`src/rtl/udp_pkt_pkg.sv`:
```
// Shared types for the UDP transmit scheduler: FSM states, packet type codes
// and the header word layout {type[3:0], seq[11:0]}.
package udp_pkt_pkg;

    typedef enum logic [1:0] {
        IDLE      = 2'd0,
        START     = 2'd1,
        SEND      = 2'd2,
        WAIT_DONE = 2'd3
    } state_e;

    localparam logic [3:0] PKT_TYPE_SAMPLES = 4'h1;
    localparam logic [3:0] PKT_TYPE_RESULT  = 4'h2;

    function automatic logic [15:0] pack_header(input logic [3:0] pkt_type, input logic [11:0] seq);
        return {pkt_type, seq};
    endfunction

endpackage

```
`src/rtl/udp_flush_timer.sv`:
```
// Idle timer for partial sample packets; expired once it reaches FLUSH_TIMEOUT.
// A FLUSH_TIMEOUT of 0 means the timer never expires.
module udp_flush_timer #(
    parameter int unsigned FLUSH_TIMEOUT = 50_000_000
) (
    input  logic clk,
    input  logic reset_n,
    input  logic run,
    input  logic clear,
    output logic expired
);

    localparam logic [31:0] TIMEOUT = FLUSH_TIMEOUT;

    logic [31:0] timer_q;

    // Stops counting once expired so it can never wrap back below the threshold.
    always_ff @(posedge clk or negedge reset_n) begin
        if (!reset_n) begin
            timer_q <= '0;
        end else if (clear) begin
            timer_q <= '0;
        end else if (run && !expired) begin
            timer_q <= timer_q + 32'd1;
        end
    end

    assign expired = (TIMEOUT != 32'd0) && (timer_q >= TIMEOUT);

endmodule

```
`src/rtl/udp_tx_scheduler.sv`:
```
// Shares one UDP transmitter between bulk ADC samples and priority FFT results.
// Define UDP_TX_SEQ_EN to carry a 12-bit packet sequence number in the header.
module udp_tx_scheduler
    import udp_pkt_pkg::*;
#(
    parameter int          FIFO_AW       = 11,
    parameter int          PKT_WORDS     = 512,
    parameter int unsigned FLUSH_TIMEOUT = 50_000_000
) (
    input  logic             clk,
    input  logic             reset_n,
    input  logic [FIFO_AW:0] fifo_rd_count,
    output logic             fifo_rd_en,
    input  logic [15:0]      fifo_rd_data,
    input  logic             res_valid,
    input  logic [31:0]      res_freq,
    input  logic [15:0]      res_amp,
    output logic [15:0]      res_drop_cnt,
    input  logic             udp_tx_ready,
    output logic             udp_tx_start,
    output logic [15:0]      udp_tx_len,
    input  logic             udp_data_req,
    output logic [15:0]      udp_tx_data,
    input  logic             udp_tx_done,
    output logic             busy,
    output state_e           state_dbg
);

    // Handshake: udp_tx_start pulses one cycle with udp_tx_len valid; each
    // udp_data_req in SEND is answered with udp_tx_data on the next cycle;
    // udp_tx_done in WAIT_DONE releases the transmitter back to IDLE.
    localparam int CW = FIFO_AW + 1;
    localparam int IW = CW + 1;
    localparam logic [CW-1:0] PKT_N = CW'(PKT_WORDS);

    state_e        state_q, state_d;
    logic          res_pending_q, src_res_q, sample_sel_q;
    logic [31:0]   pend_freq_q, send_freq_q;
    logic [15:0]   pend_amp_q, send_amp_q, drop_q, len_q, data_q, word_mux;
    logic [CW-1:0] n_words_q, sample_n;
    logic [IW-1:0] word_idx_q, last_idx;
    logic [11:0]   hdr_seq;
    logic          flush_expired, sample_full, sample_elig, go, start_cyc, res_start, req_ok;

    assign sample_full = fifo_rd_count >= PKT_N;
    assign sample_elig = sample_full || (flush_expired && fifo_rd_count != '0);
    assign sample_n    = sample_full ? PKT_N : fifo_rd_count;
    assign go          = (state_q == IDLE) && udp_tx_ready && (res_pending_q || sample_elig);
    assign start_cyc   = (state_q == START);
    assign res_start   = start_cyc && src_res_q;
    assign req_ok      = (state_q == SEND) && udp_data_req;
    assign last_idx    = src_res_q ? IW'(3) : {1'b0, n_words_q};
    assign fifo_rd_en  = req_ok && !src_res_q && (word_idx_q != '0);

    udp_flush_timer #(.FLUSH_TIMEOUT(FLUSH_TIMEOUT)) u_flush_timer (
        .clk     (clk),
        .reset_n (reset_n),
        .run     ((state_q == IDLE) && (fifo_rd_count != '0) && !sample_full),
        .clear   ((state_q != IDLE) || (fifo_rd_count == '0)),
        .expired (flush_expired)
    );

    always_ff @(posedge clk or negedge reset_n) begin
        if (!reset_n) state_q <= IDLE;
        else          state_q <= state_d;
    end

    always_comb begin
        state_d = state_q;
        case (state_q)
            IDLE:      if (go) state_d = START;
            START:     state_d = SEND;
            SEND:      if (udp_data_req && word_idx_q == last_idx) state_d = WAIT_DONE;
            WAIT_DONE: if (udp_tx_done) state_d = IDLE;
            default:   state_d = IDLE;
        endcase
    end

    // A result arriving during its own START cycle becomes the next pending result, not a drop.
    always_ff @(posedge clk or negedge reset_n) begin
        if (!reset_n) begin
            res_pending_q <= 1'b0;
            pend_freq_q   <= '0;
            pend_amp_q    <= '0;
            send_freq_q   <= '0;
            send_amp_q    <= '0;
            drop_q        <= '0;
        end else begin
            if (res_start) begin
                send_freq_q <= pend_freq_q;
                send_amp_q  <= pend_amp_q;
            end
            if (res_valid) begin
                pend_freq_q   <= res_freq;
                pend_amp_q    <= res_amp;
                res_pending_q <= 1'b1;
                if (res_pending_q && !res_start && drop_q != 16'hFFFF) drop_q <= drop_q + 16'd1;
            end else if (res_start) begin
                res_pending_q <= 1'b0;
            end
        end
    end

    always_comb begin
        word_mux = '0;
        if (word_idx_q == '0) begin
            word_mux = pack_header(src_res_q ? PKT_TYPE_RESULT : PKT_TYPE_SAMPLES, hdr_seq);
        end else if (src_res_q) begin
            case (word_idx_q)
                IW'(1):  word_mux = send_freq_q[31:16];
                IW'(2):  word_mux = send_freq_q[15:0];
                IW'(3):  word_mux = send_amp_q;
                default: word_mux = '0;
            endcase
        end
    end

    always_ff @(posedge clk or negedge reset_n) begin
        if (!reset_n) begin
            src_res_q    <= 1'b0;
            n_words_q    <= '0;
            len_q        <= '0;
            word_idx_q   <= '0;
            data_q       <= '0;
            sample_sel_q <= 1'b0;
        end else begin
            sample_sel_q <= fifo_rd_en;
            data_q       <= '0;
            if (go) begin
                src_res_q <= res_pending_q;
                n_words_q <= sample_n;
                len_q     <= res_pending_q ? 16'd8 : 16'((32'(sample_n) + 32'd1) << 1);
            end
            if (start_cyc) begin
                word_idx_q <= '0;
            end else if (req_ok) begin
                word_idx_q <= word_idx_q + IW'(1);
                data_q     <= word_mux;
            end
        end
    end

`ifdef UDP_TX_SEQ_EN
    logic [11:0] seq_q, hdr_seq_q;

    always_ff @(posedge clk or negedge reset_n) begin
        if (!reset_n) begin
            seq_q     <= '0;
            hdr_seq_q <= '0;
        end else if (start_cyc) begin
            hdr_seq_q <= seq_q;
            seq_q     <= seq_q + 12'd1;
        end
    end

    assign hdr_seq = hdr_seq_q;
`else
    assign hdr_seq = '0;
`endif

    assign udp_tx_start = start_cyc;
    assign udp_tx_len   = len_q;
    assign udp_tx_data  = sample_sel_q ? fifo_rd_data : data_q;
    assign res_drop_cnt = drop_q;
    assign busy         = (state_q != IDLE);
    assign state_dbg    = state_q;

endmodule

```
`config.mk`:
```
export PLATFORM = sky130hd
export DESIGN_NAME = udp_tx_scheduler
export DESIGN_NICKNAME = d
export VERILOG_FILES = /design/src/rtl/udp_pkt_pkg.sv /design/src/rtl/udp_flush_timer.sv /design/src/rtl/udp_tx_scheduler.sv
export SDC_FILE = /design/constraint.sdc
export NUM_CORES = 1
export LEC_CHECK = 0
export ABC_CLOCK_PERIOD_IN_PS = 3500
export BUFFER_PORTS_ARGS = -buffer_cell sky130_fd_sc_hd__buf_2
export CAP_MARGIN = 10
export CORE_ASPECT_RATIO = 0.8
export CORE_MARGIN = 2
export CORE_UTILIZATION = 43
export CTS_BUF_LIST = sky130_fd_sc_hd__clkbuf_8
export DETAILED_ROUTE_END_ITERATION = 8
export GPL_ROUTABILITY_DRIVEN = 0
export SYNTH_ARGS = -nofsm -noshare
export SYNTH_HDL_FRONTEND = slang
export SYNTH_SLANG_ARGS = --single-unit
```
`constraint.sdc`:
```
create_clock -name clk -period 3.5 [get_ports clk]
set_clock_uncertainty 0.05 [all_clocks]
set_input_delay 0.175 -clock clk [delete_from_list [all_inputs] [get_ports clk]]
set_output_delay 0.175 -clock clk [all_outputs]
set_load 0.05 [all_outputs]
```
Word-level counts from Yosys, hierarchy flattened
Cells that the tools add are included.
{ "op_classes": {"addsub": 4, "magnitude_cmp": 2, "n_eq_ne": 11, "mux": 20, "n_reduce_logical": 31} }
{ "op_table": {"columns": ["op", "n"], "rows": [
  ["two-way mux 16 bit", 5],
  ["two-way mux 32 bit", 2],
  ["one-hot mux 16 bit (3 select lines)", 1],
  ["adder 32 x 1 -> 32 bit (second input constant)", 1],
  [">= comparator 32 x 26 -> 1 bit (second input constant)", 1],
  ["== test 13 x 2 -> 1 bit (second input constant)", 2],
  ["two-way mux 13 bit", 2],
  ["two-way mux 12 bit", 2],
  ["adder 16 x 1 -> 16 bit (second input constant)", 1],
  ["inequality test 16 bit (second input constant)", 1],
  ["two-way mux 14 bit", 1],
  ["adder 12 x 1 -> 13 bit (second input constant)", 1],
  ["adder 13 x 1 -> 13 bit (second input constant)", 1],
  ["== test 13 x 1 -> 1 bit (second input constant)", 1],
  ["== test 13 x 12 -> 1 bit", 1],
  ["logical AND 1 bit", 13],
  ["zero test 13 bit", 1],
  ["nonzero test 13 bit", 1],
  [">= comparator 12 x 10 -> 1 bit (second input constant)", 1],
  ["zero test 12 bit", 1],
  ["nonzero test 12 bit", 1],
  ["two-way mux 2 bit", 4],
  ["one-hot mux 2 bit (4 select lines)", 1],
  ["nonzero test 2 bit", 4],
  ["other kinds (10)", 18]
]} }
{ "totals": {"inputBits": 82, "elab_cells": 82, "reg_bits": 206, "output_inout_bits": 53} }

Logic depth before layout (Yosys ltp)
{ "depth": {"ltp_word": 7, "ltp_mapped": 9, "depth_no_buf": 8} }

Cells and area by module
A second synthesis with hierarchy kept.
{ "unflattened": {"hier_cells": 797, "hier_area_um2": 9341.5} }
{ "modules_own_cells": {"columns": ["mod", "cells_each", "n_inst", "area_per_inst_um2", "seq_area_each_um2"], "rows": [
  ["udp_tx_scheduler", 608, 1, 7533.5, 4279.1],
  ["udp_flush_timer", 189, 1, 1808.0, 800.8]
]} }

Worst setup path before layout
No wires, ideal clock.
{ "synth_timing": {"path_kind": "reg-to-reg", "start": "register state_q[1] (netlist: state_dbg[1])", "end": "register send_freq_q[22]", "stages_incl_launch_ff": 7, "t_arrival_ns": 2.532, "synth_period_minus_slack_ns": 2.707, "required_time_ns": 3.325, "setup_time_ns": 0.125, "path_slack_ns": 0.793, "cell_sequence": "dfrtp_1 > inv_1 > ha_1 > nand2_1 > buf_1 > clkbuf_1 > mux2_2"} }
{ "synth_via": {"elab_chain_cells": 2} }
{ "synth_lines": {"columns": ["item", "line_no", "text"], "rows": [
  ["start: declaration", "udp_tx_scheduler.sv:36", "state_e state_q, state_d;"],
  ["start signal: assignment", "udp_tx_scheduler.sv:65", "else state_q <= state_d;"],
  ["== test 2 x 1 -> 1 bit", "udp_tx_scheduler.sv:49", "assign start_cyc = (state_q == START);"],
  ["via udp_tx_start", "udp_tx_scheduler.sv:20", "output logic udp_tx_start,"],
  ["logical AND 1 bit", "udp_tx_scheduler.sv:50", "assign res_start = start_cyc && src_res_q;"],
  ["end signal: assignment", "udp_tx_scheduler.sv:90", "send_freq_q <= pend_freq_q;"],
  ["end: declaration", "udp_tx_scheduler.sv:38", "logic [31:0] pend_freq_q, send_freq_q;"]
]} }
The timed path passes the listed nets, and every way through them passes these cells.
A chain may end at the register's enable or synchronous reset.

Final worst setup path
{ "layout_timing": {"start": "register u_flush_timer.timer_q[29]", "end": "register n_words_q[5]"} }
{ "layout_via": {"elab_chain_cells": 5} }
{ "layout_lines": {"columns": ["item", "line_no", "text"], "rows": [
  ["start: declaration", "udp_flush_timer.sv:15", "logic [31:0] timer_q;"],
  ["start signal: assignment", "udp_flush_timer.sv:24", "timer_q <= timer_q + 32'd1;"],
  [">= comparator 32 x 26 -> 1 bit", "udp_flush_timer.sv:28", "assign expired = (TIMEOUT != 32'd0) && (timer_q >= TIMEOUT);"],
  ["logical AND 1 bit", "udp_tx_scheduler.sv:46", "assign sample_elig = sample_full || (flush_expired && fifo_rd_count != '0);"],
  ["logical OR 1 bit", "udp_tx_scheduler.sv:46", null],
  ["logical OR 1 bit", "udp_tx_scheduler.sv:48", "assign go = (state_q == IDLE) && udp_tx_ready && (res_pending_q || sample_elig);"],
  ["logical AND 1 bit", "udp_tx_scheduler.sv:48", null],
  ["end signal: assignment", "udp_tx_scheduler.sv:131", "n_words_q <= sample_n;"],
  ["end: declaration", "udp_tx_scheduler.sv:40", "logic [CW-1:0] n_words_q, sample_n;"]
]} }
Every way passes these cells.

==> flow_summary_export.csv <==
group,metric,value,unit
clocking,cts_max_level,2,
routing,antenna_left,0,
sta,fin_tns_setup,0,ps
final_layout,final_util,54.5,%
die,die_w,168,um
sta,rsz0062_at_grt,"false",
synthesis,synth_top_family_by_area,"multiplexers",
place,portBuffers,131,
setup_path,crit_chain,"or4_4 -> a2111oi_4 -> nand3_1 -> a31oi_1 -> buf_4 -> or2_1 -> buf_4 -> o31ai_1 -> dlygate4sd3_1",
sta,period_share,85.9,%
sta,tightest_slew,863,ps
setup_path,crit_required,3840,ps
setup_path,cp_slowest_cell,"dlygate4sd3_1",
clocking,cts_sinks,203,
routing,first_pass_iters,7,
setup_path,r2r-end,"n_words_q[5]$_DFFE_PN0P_",
routing,wl,20600,um
place,placed_area,0.0102,mm^2
synthesis,synth_mux_area_share,14.4,%
power_and_ir_drop,power_per_cell_area,628,mW/mm^2
setup_path,crit_family,"buffers and inverters",
grt,antenna_found_initial,0,
setup_path,path_max_fanout,26,
clocking,post-cts-setup-buffers,0,
synthesis,synth.distinct_cells,60,
run,maxCapViolations,0,
die,start_util,44.2,%
final_layout,mostFrequentLayoutCells,"203 x dfrtp_1, 130 x buf_2, 114 x mux2_2",
routing,drt_iter0_markers,327,
setup_path,r2r_slack,490,ps
setup_path,worstSetupEndpoint,"n_words_q[5]$_DFFE_PN0P_",
synthesis,synthSimpleGateAreaFrac,12.4,%
synthesis,synth_adder_area_share,1.77,%
clocking,clk_latency,510,ps
final_layout,final_area,0.0113,mm^2
sta,hold_viol_final,0,
synthesis,ys_warn_count,0,
setup_path,worstSetupPathDepth,9,
run_status,status,"finished with violations",
routing,via_per_inst,5.24,
sta,hold_ws,40.4,ps
synthesis,avgSynthCellArea,11.7,um^2
sta,setup_viol,0,
sta,fmax,0.333,GHz
synthesis,ys_ff_latch,203,
synthesis,synth-compound-area-share,9.21,%
setup_path,critPathLaunchType,"flop",
final_layout,final_common_cell,"dfrtp_1",
die,core-area,0.0208,mm^2
final_layout,drive_gt1_share,31.2,%
clocking,cts_tree,"built",
routing,wl_per_cell,16.2,um
synthesis,synthCells,784,
power_and_ir_drop,ir_worst_vdd,0.346,mV
grt,grt_pass1_vias,6508,
grt,grt_pass1_wl,33700,um
grt,groute.usage.overall,18.5,%
run_status,failed_checks,"DRC",
die,ios,135,
final_layout,num-nets-final,1081,
final_layout,nFillCells,1831,
synthesis,synth_flop_cell,"dfrtp_1",
final_layout,num_antenna_cells,0,
setup_path,crit_buf_inv,3,
synthesis,syn_area,0.00920,mm^2
setup_path,crit_type,"flop to flop",
die,die_h,135,um
final_layout,synthToLayoutAreaGrowth,23.3,%
clocking,root_buffer,"clkbuf_8",
setup_path,worst_path_most_repeated_cell,"buf_4",
place,dp_slack,511,ps
power_and_ir_drop,p_leak,5.17,nW
synthesis,synth_edf_count,0,
clocking,clkSlewWorstSetupHoldPaths,60,ps
sta,relSlewSlack,42.5,%
clocking,clk_path_buf_depth,3,
synthesis,yosysSeqAreaShare,55.2,%
setup_path,slowest_delay,560,ps
die,dieArea,0.0226,mm^2
die,fp-row-count,47,
setup_path,critPathLaunch,"u_flush_timer.timer_q[29]$_DFFE_PN0P_",
routing,route.detailed.drc,9,
synthesis,async_flop_share,100,%
synthesis,synth-xor-area-share,4.09,%
sta,layout_setup_ws,494,ps
clocking,cts_buffers,35,
setup_path,cp-end-kind,"flop",
setup_path,rr_startpoint,"u_flush_timer.timer_q[29]$_DFFE_PN0P_",
setup_path,reg2reg_depth,9,
sta,slew_violations,0,
grt,overflow,0,
setup_path,crit_arrival,3350,ps
grt,grt_max_degree,96,
sta,min_period,3010,ps
routing,vias,6645,
hold_path,hold_class,"input pin to flop",
place,place_hpwl,13400,um
where the power goes:
| part | switching (mW) | internal, mW | leakage (nW) |
|---|---|---|---|
| clock | 0.911 | 1.00 | 0.332 |
| sequential | 0.344 | 2.83 | 2.59 |
| combinational | 1.15 | 0.894 | 2.26 |
| total | 2.40 | 4.72 | 5.17 |
repair_timing:
action | CTS | global route
hold buffers | 61 | 0
gates resized for setup | 0 | 0
hold endpoints to repair | 153 | 0
metrics by stage:
step	std cells	power, mW
finish	1267	7.13
floorplan	786	4.64
global placement	1157	5.18
global route	1267	7.56
CTS	1267	7.21
detailed placement	1157	5.20
state kept, by name (all words and copies together) (netlist names):
name                   cells
res_drop_cnt              16
state_dbg                  2
pend_freq_q               32
send_amp_q                16
pend_amp_q                16
u_flush_timer.timer_q     32
data_q                    16
res_pending_q              1
sample_sel_q               1
word_idx_q                13
send_freq_q               32
src_res_q                  1
n_words_q                 12
udp_tx_len                13
logic make-up (layout without fill, tap and decap cells):
family,after synthesis,count (layout)
simple gates,217,217
flops,203,203
compound gates,126,126
mux,118,118
buf+inv,63,275
xor+xnor,43,43
fa+ha+maj,13,13
other cells,1,3
how the worst min path moves through the flow:
stage	slack, ps	cells past startpoint	start	end
global route	50	3	fifo_rd_count[1]	n_words_q[1]$_DFFE_PN0P_
finish	40	3	fifo_rd_count[1]	n_words_q[1]$_DFFE_PN0P_
detailed placement	240	1	reset_n	word_idx_q[2]$_DFFE_PN0P_
floorplan	-170	0	reset_n	data_q[0]$_DFF_PN0_
CTS	20	3	fifo_rd_count[1]	n_words_q[1]$_DFFE_PN0P_
global placement	270	1	reset_n	word_idx_q[2]$_DFFE_PN0P_
worst min-delay path, stage by stage:
cell and delay, ps:
buf_2 110, and2_1 150, mux2_1 130
cell usage after synthesis (9+ instances only):
master / n / area share (%)
or3_1: 9 / 0.61
ha_1: 13 / 1.8
xor2_1: 11 / 1.0
xnor2_1: 32 / 3.0
and3_1: 15 / 1.0
clkbuf_1: 22 / 0.90
o21ai_1: 9 / 0.49
buf_1: 11 / 0.45
a21oi_1: 31 / 1.7
o31ai_1: 14 / 1.1
nand4_1: 9 / 0.61
nand3_1: 27 / 1.5
inv_1: 20 / 0.82
o21ai_0: 22 / 1.2
and2_1: 15 / 1.0
mux2_2: 114 / 14
nand2_1: 50 / 2.0
a22oi_1: 9 / 0.73
dfrtp_1: 203 / 55
nor2_1: 45 / 1.8
metal layers:
metal / vias up / wire, um / track usage (%)
met3: 30 / 865 / 3.19
met5: - / 0 / 0
met2: 136 / 8970 / 27.4
met4: 0 / 338 / 5.60
met1: 3277 / 10400 / 27.9
li1: 3202 / - / -
cell type report:
type | instances | area, um^2 | share of cell area, %
clock inverters | 10 | 47.5 | 0.419
well taps | 269 | 337 | 2.97
repair buffers | 206 | 1390 | 12.3
multi-input cells | 520 | 3880 | 34.2
clock buffers | 39 | 537 | 4.73
inverters | 20 | 75.1 | 0.662
flip-flops and latches | 203 | 5080 | 44.8
Power figures use the tool's default switching activity.
